===== config.mk =====
export PLATFORM = sky130hd
export DESIGN_NAME = vram_arbiter
export DESIGN_NICKNAME = d
export VERILOG_FILES = /design/src/rtl/vram_pkg.sv /design/src/rtl/tile_addr_calc.sv /design/src/rtl/vram_arbiter.sv
export SDC_FILE = /design/constraint.sdc
export NUM_CORES = 1
export LEC_CHECK = 0
export BUFFER_PORTS_ARGS = -buffer_cell sky130_fd_sc_hd__buf_2
export CAP_MARGIN = 5
export CORE_MARGIN = 2
export CORE_UTILIZATION = 38
export CTS_CLUSTER_DIAMETER = 100
export DETAILED_ROUTE_END_ITERATION = 16
export PLACE_DENSITY = 0.75
export SLEW_MARGIN = 20
export SYNTH_ARGS = -nofsm -noshare
export SYNTH_HDL_FRONTEND = slang
export SYNTH_SLANG_ARGS = --single-unit

===== constraint.sdc =====
create_clock -name clk -period 2.5 [get_ports clk]
set_input_delay 0.5 -clock clk [delete_from_list [all_inputs] [get_ports clk]]
set_output_delay 0.5 -clock clk [all_outputs]
set_load 0.05 [all_outputs]

===== src/rtl/vram_pkg.sv =====
// Shared constants and grant-owner encoding for the tile-map VRAM arbiter
// and its helpers (tile_addr_calc, later the sprite collision logic).
package vram_pkg;

  localparam int unsigned DATA_W     = 4;
  localparam int unsigned ADDR_W     = 11;
  localparam int unsigned MAP_W      = 40;
  localparam int unsigned MAP_H      = 30;
  localparam int unsigned TILE_SHIFT = 4;
  localparam int unsigned VRAM_DEPTH = MAP_W * MAP_H;
  localparam int unsigned X_W        = 10;
  localparam int unsigned Y_W        = 9;

  // Registered owner of the RAM port; only routes the N+1 read response.
  typedef enum logic [1:0] {
    IDLE = 2'd0,
    DISP = 2'd1,
    G0   = 2'd2,
    G1   = 2'd3
  } owner_e;

endpackage


===== src/rtl/tile_addr_calc.sv =====
// Pixel (x,y) to tile-map address: (y>>TILE_SHIFT)*MAP_W + (x>>TILE_SHIFT).
// Ports:
//   px_x_i    pixel x coordinate
//   px_y_i    pixel y coordinate
//   tile_addr_o  linear tile address (max 1199 inside the visible area)
module tile_addr_calc
  import vram_pkg::*;
(
  input  logic [X_W-1:0]    px_x_i,
  input  logic [Y_W-1:0]    px_y_i,
  output logic [ADDR_W-1:0] tile_addr_o
);

  localparam int unsigned COL_W = X_W - TILE_SHIFT;
  localparam int unsigned ROW_W = Y_W - TILE_SHIFT;

  logic [COL_W-1:0] col;
  logic [ROW_W-1:0] row;

  assign col = COL_W'(px_x_i >> TILE_SHIFT);
  assign row = ROW_W'(px_y_i >> TILE_SHIFT);

  // row*40 as row*32 + row*8 keeps it to shifts and adds.
  assign tile_addr_o = (ADDR_W'(row) << 5) + (ADDR_W'(row) << 3) + ADDR_W'(col);

endmodule


===== src/rtl/vram_arbiter.sv =====
// Single-port tile-map RAM arbiter: VGA scanout fetch has absolute priority on
// pixel-strobe cycles, the two game clients (g0 pacman, g1 ghosts) share the
// remaining cycles round-robin. Grant is combinational; read responses arrive
// one cycle after the grant, matching the RAM's 1-cycle read latency.
// Optional: VRAM_VBLANK_LOCK_EN -- game writes only eligible while vblank=1.
// Ports:
//   clk, rst                       50 MHz clock, synchronous active-high reset
//   pix_stb, disp_active, vblank   VGA timing inputs
//   disp_x, disp_y                 current beam pixel position
//   disp_tile, disp_tile_vld       fetched tile code and its valid pulse
//   gN_valid/we/addr/wdata/ready   game client request handshake (N=0,1)
//   gN_rvalid, g_rdata             game read response (shared data bus)
//   ram_addr/we/wdata, ram_rdata   tile RAM port
module vram_arbiter
  import vram_pkg::*;
(
  input  logic              clk,
  input  logic              rst,
  input  logic              pix_stb,
  input  logic              disp_active,
  input  logic              vblank,
  input  logic [X_W-1:0]    disp_x,
  input  logic [Y_W-1:0]    disp_y,
  output logic [DATA_W-1:0] disp_tile,
  output logic              disp_tile_vld,
  input  logic              g0_valid,
  input  logic              g0_we,
  input  logic [ADDR_W-1:0] g0_addr,
  input  logic [DATA_W-1:0] g0_wdata,
  output logic              g0_ready,
  output logic              g0_rvalid,
  input  logic              g1_valid,
  input  logic              g1_we,
  input  logic [ADDR_W-1:0] g1_addr,
  input  logic [DATA_W-1:0] g1_wdata,
  output logic              g1_ready,
  output logic              g1_rvalid,
  output logic [DATA_W-1:0] g_rdata,
  output logic [ADDR_W-1:0] ram_addr,
  output logic              ram_we,
  output logic [DATA_W-1:0] ram_wdata,
  input  logic [DATA_W-1:0] ram_rdata
);

  owner_e              owner_q, owner_d;
  logic                rr_q, rr_d;        // 0: g0 wins a tie, 1: g1 wins
  logic                rd_q, rd_d;        // granted game op was a read
  logic                oor_q, oor_d;      // granted game address out of range
  logic [ADDR_W-1:0]   ram_addr_q, ram_addr_d;
  logic [DATA_W-1:0]   disp_tile_q, disp_tile_d;
  logic [DATA_W-1:0]   g_rdata_q, g_rdata_d;

  logic [ADDR_W-1:0]   disp_addr;
  logic                disp_req;
  logic                g0_elig, g1_elig;
  logic                game_we;
  logic [ADDR_W-1:0]   game_addr;
  logic [DATA_W-1:0]   game_wdata;

  tile_addr_calc u_tile_addr (
    .px_x_i      (disp_x),
    .px_y_i      (disp_y),
    .tile_addr_o (disp_addr)
  );

  assign disp_req = pix_stb && disp_active;

`ifdef VRAM_VBLANK_LOCK_EN
  // Writes wait for vblank so the visible frame never tears; reads always go.
  assign g0_elig = g0_valid && (!g0_we || vblank);
  assign g1_elig = g1_valid && (!g1_we || vblank);
`else
  logic unused_vblank;
  assign unused_vblank = vblank;
  assign g0_elig = g0_valid;
  assign g1_elig = g1_valid;
`endif

  // State and holding registers.
  always_ff @(posedge clk) begin
    if (rst) begin
      owner_q     <= IDLE;
      rr_q        <= 1'b0;
      rd_q        <= 1'b0;
      oor_q       <= 1'b0;
      ram_addr_q  <= '0;
      disp_tile_q <= '0;
      g_rdata_q   <= '0;
    end else begin
      owner_q     <= owner_d;
      rr_q        <= rr_d;
      rd_q        <= rd_d;
      oor_q       <= oor_d;
      ram_addr_q  <= ram_addr_d;
      disp_tile_q <= disp_tile_d;
      g_rdata_q   <= g_rdata_d;
    end
  end

  // Grant selection, RAM port drive and N+1 response routing.
  always_comb begin
    owner_d       = IDLE;
    rr_d          = rr_q;
    rd_d          = 1'b0;
    oor_d         = 1'b0;
    game_we       = 1'b0;
    game_addr     = '0;
    game_wdata    = '0;
    g0_ready      = 1'b0;
    g1_ready      = 1'b0;
    ram_addr      = ram_addr_q;
    ram_we        = 1'b0;
    ram_wdata     = '0;
    disp_tile_vld = 1'b0;
    disp_tile     = disp_tile_q;
    g0_rvalid     = 1'b0;
    g1_rvalid     = 1'b0;
    g_rdata       = g_rdata_q;

    // Response for the grant made last cycle.
    case (owner_q)
      DISP: begin
        disp_tile_vld = 1'b1;
        disp_tile     = ram_rdata;
      end
      G0: if (rd_q) begin
        g0_rvalid = 1'b1;
        g_rdata   = oor_q ? '0 : ram_rdata;
      end
      G1: if (rd_q) begin
        g1_rvalid = 1'b1;
        g_rdata   = oor_q ? '0 : ram_rdata;
      end
      default: ;
    endcase

    if (disp_req) begin
      owner_d = DISP;
    end else if (g0_elig && (!g1_elig || !rr_q)) begin
      owner_d = G0;
    end else if (g1_elig) begin
      owner_d = G1;
    end

    case (owner_d)
      DISP: ram_addr = disp_addr;
      G0: begin
        g0_ready   = 1'b1;
        rr_d       = 1'b1;
        game_we    = g0_we;
        game_addr  = g0_addr;
        game_wdata = g0_wdata;
      end
      G1: begin
        g1_ready   = 1'b1;
        rr_d       = 1'b0;
        game_we    = g1_we;
        game_addr  = g1_addr;
        game_wdata = g1_wdata;
      end
      default: ;
    endcase

    // Out-of-range ops are acknowledged but never touch the RAM contents.
    if (owner_d == G0 || owner_d == G1) begin
      ram_addr  = game_addr;
      oor_d     = !(game_addr < ADDR_W'(VRAM_DEPTH));
      ram_we    = game_we && !oor_d;
      ram_wdata = game_we ? game_wdata : '0;
      rd_d      = !game_we;
    end

    ram_addr_d  = ram_addr;
    disp_tile_d = disp_tile;
    g_rdata_d   = g_rdata;

    // Outputs are forced low while in reset; an in-flight response is dropped.
    if (rst) begin
      g0_ready      = 1'b0;
      g1_ready      = 1'b0;
      ram_addr      = '0;
      ram_we        = 1'b0;
      ram_wdata     = '0;
      disp_tile_vld = 1'b0;
      disp_tile     = '0;
      g0_rvalid     = 1'b0;
      g1_rvalid     = 1'b0;
      g_rdata       = '0;
    end
  end

endmodule


==> qor.txt <==
status = finished with violations
violated checks = setup timing
Yosys warnings = 0
period utilization = 121%
fmax = 330 MHz
cell area power density = 495 mW/mm^2
area of the mapped netlist = 0.00145 sq mm
Ports = 91
setup ws final = -0.530 ns
via-per-instance ratio = 5.25
Detail Placement HPWL = 3.72 mm
ANT nets after route = 0
Critical-path top delay cell = fa_1
number of port buffers = 81
async set-reset flop share out of synthesis = 0%
Max clock buf depth = 2
post-synthesis area per instance = 8.51 sq um
Area Growth Syn to Fin = 65.0%
GRT Util Overall = 23.4%
metal3 WL = 340 um
FF+latch count, synth = 24
largest net degree at the start of global routing = 26
final setup skew = 0.00143 ns
final hold violation count = 0
CTS tree = done
RSZ-0062 raised after global routing = true
CP arrival = 2.53 ns
hold slack = 0.487 ns
worst vdd ir = 0.334 mV
crit path time final = 3.03 ns
WL final = 4.74 mm
wire length of the first global-routing pass = 7.68 mm
die area = 0.00432 sq mm
slew at the pin closest to its max-slew limit = 0.484 ns
core area = 0.00366 sq mm
startpoint types = primary input
ys flop type = dfxtp_1
Top cell by count, worst path = buf_6
min-delay worst type = flip-flop to flip-flop
Worst Path Max Fanout = 2
critical path cell sequence = buf_6 -> fa_1 -> inv_1 -> fa_2 -> nor2b_1 -> o21ai_1 -> nand2b_1 -> xnor2_2 -> a221oi_4 -> buf_6
Slew headroom = 67.8%
Max Cap Violations = 0
Layout Nets = 348
antenna diode count = 0
row count = 22
Slew Limit Fails = 0
most instantiated cells after synthesis = 24 x dfxtp_1, 24 x nor2_1, 17 x a21oi_1, 14 x a22oi_1, 9 x ha_1
setup violators final = 6
nature of the critical path endpoint = primary output
Initial Utilization = 39.5%
gpl congestion = 0.866
dominant cells by area after synthesis = dfxtp_1 33%, ha_1 7.8%, a22oi_1 7.3%
Post-synth EDFFs = 0
Critical Path Max Stage Delay = 0.57 ns
max layer used = met4
metal2 WL = 2.30 mm
worst-skew pair later-pin latency = 0.27 ns
antenna violations before repair = 0
CTS clk-pin slew, worst paths = 0.08 ns
clock net sink count = 24
root buffer cell = clkbuf_8
Synth top area share = 33.2%
area leader, netlist = dfxtp_1
Via Count = 1691
DR WL/cell = 14.7 um
Final Util = 65.2%
Post-Route M1 WL = 2.07 mm
vias in the first global route = 1662
die height = 65.7 um
H-tree levels = 1
Mapped Cells = 170
sequential area share after synthesis = 33.2%
Syn Nets = 243
crit path kind = primary input to primary output
1st-pass router iterations = 4
Critical Path RT = 2.00 ns
DRC = 0
share of cells above drive strength 1 = 51.8%
Num CTS Buffers = 3
Post-Place Cell Area = 0.00217 sq mm
R2R setup slack = 0.77 ns
post-route cell area = 0.00239 sq mm
Total Power = 0.00118 W
die width = 65.7 um
leakage power = 1.11 nW
DR iter-0 viols = 87
Yosys cell types = 37
total gr overflow = 0
[metrics by stage]
stage	setup TNS (ns)	std cells	setup WS [ns]
after floorplan	-1.67	170	-0.382
after global placement	-2.45	313	-0.536
after detailed placement	-2.90	313	-0.620
after CTS	-2.21	319	-0.470
after global routing	-2.96	322	-0.609
final	-2.59	322	-0.530
[repair_timing]
action	in CTS	in global routing
hold buffers	0	0
pin swaps	9	6
gates cloned	0	0
setup endpoints to repair	7	12
resized for setup	22	10
setup buffers	2	3
[per-layer routing]
layer | track usage (%) | vias up
met5 | 0 | -
met4 | 4.69 | 0
met3 | 5.99 | 5
met2 | 38.9 | 65
met1 | 30.6 | 787
li1 | - | 834
[cell families after synthesis]
group	count (synthesis)	share of synthesized area, %
adders and majority gates	11	10.6
buffers and inverters	17	5.45
AOI/OAI and AO/OA	51	24.5
xor gates and xnor gates	3	1.82
muxes	5	3.46
DFF	24	33.2
and+or+nand+nor	59	21.0
[state kept, by name (all words and copies together), names as in the netlist]
register,cells
ram_addr_q,11
disp_tile_q,4
oor_q,1
rr_q,1
rd_q,1
g_rdata_q,4
owner_q,2
[power breakdown]
part           internal (W)  switching, W  total, W
Sequential         0.000409     0.0000109  0.000420
Clock              0.000141      0.000123  0.000263
Combinational      0.000216      0.000282  0.000499
Total              0.000766      0.000416   0.00118
[path summary, 6_finish.rpt]
path | start | end | depth (start not counted)
min | rr_q | rr_q | 1
max reg2reg | rr_q | ram_addr_q[9] | 8
min reg2reg | rr_q | rr_q | 1
max | disp_x[9] | ram_addr[8] | 10
[cell usage in the layout (no fill, tap or decap), types with 4 or more instances in the layout]
cell / count
buf_4: 28
nand3_1: 4
dfxtp_1: 23
nor3b_1: 5
ha_1: 8
a21oi_2: 5
clkbuf_8: 4
nor2_1: 23
a21oi_1: 8
buf_6: 9
a22oi_1: 13
inv_1: 7
nand2b_1: 4
nand2_1: 4
mux2i_1: 5
buf_2: 70
a21oi_4: 4
[worst max-delay path, delay by kind of cell]
family	cells	cell delay (ns)
xor gates and xnor gates	1	0.10
AOI/OAI and AO/OA	2	0.34
adders and majority gates	2	0.93
buffers and inverters	3	0.36
and+or+nand+nor	2	0.29
[cell type report]
type,instances,area [sq um]
multi-input cells,129,1080
fillers,344,1270
clock buffers,4,55.1
inverters,7,26.3
repair buffers,110,684
flip-flops and latches,24,482
well taps,48,60.1
Note: power is estimated with default switching activity, not from simulation.
